--- src/rtl/riscv_pkg.sv ---
// Shared RISC-V definitions: fetch FSM states, base opcodes, default reset vector.
package riscv_pkg;

    typedef enum logic [1:0] {
        FETCH = 2'd0,
        HOLD  = 2'd1,
        FAULT = 2'd2
    } fetchState_t;

    localparam logic [6:0] OP_LW    = 7'b0000011;
    localparam logic [6:0] OP_SW    = 7'b0100011;
    localparam logic [6:0] OP_RTYPE = 7'b0110011;
    localparam logic [6:0] OP_BEQ   = 7'b1100011;

    localparam logic [31:0] DEFAULT_RESET_PC = 32'h0000_0000;

endpackage

--- src/rtl/pc_next.sv ---
// Next-PC selection: branch target or sequential pc+4 (wraps modulo 2^XLEN).
module pc_next #(
    parameter int unsigned XLEN = 32
) (
    input  logic [XLEN-1:0] pc,
    input  logic            pcSrc,
    input  logic [XLEN-1:0] pcTarget,
    output logic [XLEN-1:0] nextPc
);

    always_comb begin
        nextPc = pcSrc ? pcTarget : pc + XLEN'(4);
    end

endmodule

--- src/rtl/instr_fetch.sv ---
// Instruction fetch unit: FETCH/HOLD handshake with imem and core, retire counter.
// Build option MISALIGN_CHECK_EN: trap misaligned next-PC into a sticky FAULT state.
module instr_fetch
    import riscv_pkg::*;
#(
    parameter int unsigned     XLEN     = 32,
    parameter logic [XLEN-1:0] RESET_PC = XLEN'(DEFAULT_RESET_PC)
) (
    input  logic            clk,
    input  logic            rst_n,
    output logic            imemReq,
    output logic [XLEN-1:0] imemAddr,
    input  logic [31:0]     imemRdata,
    input  logic            imemAck,
    output logic [31:0]     instr,
    output logic [6:0]      op,
    output logic            instrValid,
    input  logic            instrDone,
    input  logic            pcSrc,
    input  logic [XLEN-1:0] pcTarget,
    output logic [XLEN-1:0] pc,
    output logic [31:0]     retCount,
    output logic            misalign
);

    fetchState_t     state;
    logic [XLEN-1:0] nextPcRaw;
    logic [XLEN-1:0] nextPc;
    logic            nextMisaligned;

    pc_next #(
        .XLEN(XLEN)
    ) uPcNext (
        .pc       (pc),
        .pcSrc    (pcSrc),
        .pcTarget (pcTarget),
        .nextPc   (nextPcRaw)
    );

`ifdef MISALIGN_CHECK_EN
    always_comb begin
        nextPc         = nextPcRaw;
        nextMisaligned = |nextPcRaw[1:0];
    end

    // FAULT is only entered from HOLD and cleared by reset, so the state alone is the flag.
    assign misalign = (state == FAULT);
`else
    always_comb begin
        nextPc         = nextPcRaw & ~XLEN'(3);
        nextMisaligned = 1'b0;
    end

    assign misalign = 1'b0;
`endif

    always_ff @(posedge clk) begin
        if (!rst_n) begin
            state    <= FETCH;
            pc       <= RESET_PC;
            instr    <= '0;
            retCount <= '0;
        end else begin
            case (state)
                FETCH: begin
                    if (imemAck) begin
                        instr <= imemRdata;
                        state <= HOLD;
                    end
                end
                HOLD: begin
                    if (instrDone) begin
                        pc       <= nextPc;
                        retCount <= retCount + 32'd1;
                        state    <= nextMisaligned ? FAULT : FETCH;
                    end
                end
                default: begin
                    state <= state;
                end
            endcase
        end
    end

    assign imemReq    = (state == FETCH);
    assign instrValid = (state == HOLD);
    assign imemAddr   = pc;
    assign op         = instr[6:0];

endmodule

--- config.mk ---
export PLATFORM = sky130hd
export DESIGN_NAME = instr_fetch
export DESIGN_NICKNAME = d
export VERILOG_FILES = /design/src/rtl/riscv_pkg.sv /design/src/rtl/pc_next.sv /design/src/rtl/instr_fetch.sv
export SDC_FILE = /design/constraint.sdc
export NUM_CORES = 1
export LEC_CHECK = 0
export CORE_MARGIN = 3
export CORE_UTILIZATION = 30
export DETAILED_ROUTE_END_ITERATION = 7
export GPL_ROUTABILITY_DRIVEN = 0
export PLACE_DENSITY = 0.59
export SLEW_MARGIN = 0
export SYNTH_ARGS = -nofsm -noshare
export SYNTH_HDL_FRONTEND = slang
export SYNTH_SLANG_ARGS = --single-unit
--- constraint.sdc ---
create_clock -name clk -period 3.08 [get_ports clk]
set_input_delay 0.308 -clock clk [delete_from_list [all_inputs] [get_ports clk]]
set_output_delay 0.308 -clock clk [all_outputs]
set_load 0.05 [all_outputs]
==> impl_metrics.json <==
{
  "cts.sinks": 95,
  "status": "complete, no violations",
  "critPathLaunchType": "flip-flop",
  "critPathKind": "flip-flop to flip-flop",
  "yosysWarnings": 0,
  "h-tree-depth": 3,
  "syn_inst": 665,
  "grt_busiest_layer": "met2",
  "coreArea_um2": 16600,
  "cp-endpoint": "retCount[29]$_SDFFE_PN0P_",
  "finalSetupViolations": 0,
  "yosys.area.top_type": "dfxtp_1",
  "power.leakage_nw": 2.37,
  "grt_use_met1_pct": 22.8,
  "powerDensity_nw_per_um2": 429,
  "final.min_clock_period_ps": 2270,
  "cts-buffers-inserted": 9,
  "tritoncts": "done",
  "wl_per_cell_um": 16.7,
  "die-width_um": 137,
  "timing.reg2reg.setup_slack_ps": 810,
  "synth_edf_count": 0,
  "synthesis.area_um2": 5120,
  "port_buffers": 199,
  "clockRootBuffer": "clkbuf_16",
  "drtPass1Iterations": 5,
  "path_max_fanout": 27,
  "arrival_ps": 2500,
  "synth_top_area_share_pct": 37.1,
  "hold_buffers": 0,
  "areaGrowthSynthToFinish_pct": 42.8,
  "floorplan.die_area_um2": 18700,
  "clock_latency_ps": 350,
  "drv_cap": 0,
  "grt_pass1_wl_um": 26300,
  "relSlewSlack_pct": 30.2,
  "postCtsSetupRepairBufs": 0,
  "met3_usage_pct": 3.53,
  "dp_hpwl_um": 12400,
  "endpoint_kind": "flip-flop",
  "drive_above_1_share_pct": 5.07,
  "crit_start": "retCount[11]$_SDFFE_PN0P_",
  "max_slew.worst_pin.slew_ps": 1040,
  "hold_path.class": "flip-flop to flip-flop",
  "r2r_end": "retCount[29]$_SDFFE_PN0P_",
  "synth_seq_cells": 95,
  "io_pins": 207,
  "wl_um": 17200,
  "finalCritPeriodShare_pct": 73.6,
  "route.detailed.drc": 0,
  "ir_worst_vdd_mv": 0.253,
  "vias": 5506,
  "rr_worst_depth": 5,
  "grt_pass1_vias": 5019,
  "via_per_inst": 5.35,
  "overflow": 0,
  "design_area_um2": 7320,
  "synth.distinct_cells": 63,
  "dpl-instance-area_um2": 7000,
  "crit_required_ps": 3310,
  "met2_usage_pct": 28.7,
  "antenna_left": 0,
  "fin_tns_setup_ps": 0,
  "synth-main-ff-cell": "dfxtp_1",
  "start_util_pct": 30.8,
  "rsz0062_at_grt": "no",
  "rr_startpoint": "retCount[11]$_SDFFE_PN0P_",
  "avgSynthCellArea_um2": 7.71,
  "slew_viol_final": 0,
  "finalHoldViolations": 0,
  "fmax_mhz": 441,
  "die_y_um": 137,
  "clk_pin_slew_ps": 80,
  "drtIter0Drc": 443,
  "clock_path_buffers": 2,
  "grt_max_degree": 50,
  "antenna_found_initial": 0,
  "synth_area_leaders": "dfxtp_1, nand2_1, a21oi_1",
  "finalClockSkew_ps": 11.7,
  "track_usage_pct": 17.5,
  "cts_resized": 0,
  "rows": 47,
  "nets": 875,
  "synthArstFlopShare_pct": 0,
  "ys_seq_area_share_pct": 37.1
}
-- critical path, stage by stage (launching register included) --
cell     delay (ps)
dfxtp_1         430
and4_1          250
nand3_1         600
buf_4           390
o41ai_1         370
a21oi_1         110
-- layout make-up --
class | instances | area (µm²)
clock inverter | 6 | 75.1
timing repair buffer | 211 | 2080
tap | 220 | 275
fill | 1654 | 9320
inverter | 13 | 48.8
multi-input combinational | 474 | 2700
antenna | 1 | 2.50
sequential | 95 | 1900
clock buffer | 10 | 239
-- stage by stage --
step                      utilization, %  setup slack (ps)  power [mW]  std cells  hold WS [ps]
after floorplan                        -               653        1.75        669           424
after global placement              42.1               510        1.97       1013           442
after detailed placement            42.1               486        1.98       1013           448
after CTS                           44.0               835        3.17       1029           458
after global routing                44.0               592        3.27       1029           483
final                               44.0               812        3.14       1030           453
-- cell usage after synthesis, drive strengths merged (2+ instances only) --
master	number
a31o	3
o31ai	12
or3	15
nand2b	2
nor3	16
a31oi	9
nand2	116
o221a	2
o21ai	18
nor2b	2
o311ai	5
o211ai	7
a311o	2
nand4	25
nand3	38
or4	14
clkbuf	39
xor2	3
and4	7
xnor2	6
a21oi	64
o41ai	5
o31a	4
inv	12
dfxtp	95
buf	48
a41oi	2
nor2	29
and3	9
and2	2
nor4	11
a22o	2
mux2	2
a21o	3
or4b	2
nand3b	2
mux2i	6
a32oi	5
o211a	3
ha	2
-- state kept, by name, indices dropped and copies added (netlist names) --
name and count:
instr 32, retCount 32, imemAddr 30, state 1
-- cell families after synthesis --
family                     Yosys count  share of synthesized area (%)
buffers and inverters              100                           10.6
other                                1                         0.0732
AOI/OAI and AO/OA                  156                           19.9
muxes                                8                           1.61
DFF                                 95                           37.1
xor gates and xnor gates             9                           1.54
adders and majority gates            2                          0.488
and+or+nand+nor                    294                           28.7
-- layout by cell type (no fill, tap or decap), drive strengths merged, types with 7 or more instances in the layout --
| master | count |
|---|---|
| and3 | 9 |
| clkdlybuf4s50 | 198 |
| nand2 | 116 |
| o211ai | 7 |
| a21oi | 64 |
| or3 | 15 |
| nor4 | 11 |
| buf | 13 |
| inv | 15 |
| o31ai | 12 |
| and4 | 7 |
| dfxtp | 95 |
| clkbuf | 10 |
| o21ai | 18 |
| nand4 | 25 |
| nor2 | 29 |
| a31oi | 9 |
| nor3 | 16 |
| nand3 | 38 |
| or4 | 14 |
-- layer usage --
metal / share of wire (%) / wire length [µm]
met1: 44 / 7490
met5: 0 / 0
met4: 1.5 / 257
met3: 7.1 / 1220
met2: 48 / 8250
-- report_power, final --
part | internal, mW | switching [mW]
Combinational | 0.232 | 0.397
Sequential | 1.27 | 0.0508
Clock | 0.665 | 0.525
Total | 2.17 | 0.973
-- worst min path at each step --
stage | startpoint | slack, ps | to | cells after the start
final | instr[28]$_SDFFE_PN0P_ | 450 | instr[28]$_SDFFE_PN0P_ | 2
after global routing | instr[26]$_SDFFE_PN0P_ | 480 | instr[26]$_SDFFE_PN0P_ | 2
after CTS | instr[28]$_SDFFE_PN0P_ | 460 | instr[28]$_SDFFE_PN0P_ | 2
after detailed placement | instr[28]$_SDFFE_PN0P_ | 450 | instr[28]$_SDFFE_PN0P_ | 2
after global placement | instr[26]$_SDFFE_PN0P_ | 440 | instr[26]$_SDFFE_PN0P_ | 2
after floorplan | imemAck | 420 | state[0]$_SDFFE_PN0P_ | 2
(Power assumes the default switching activity.)
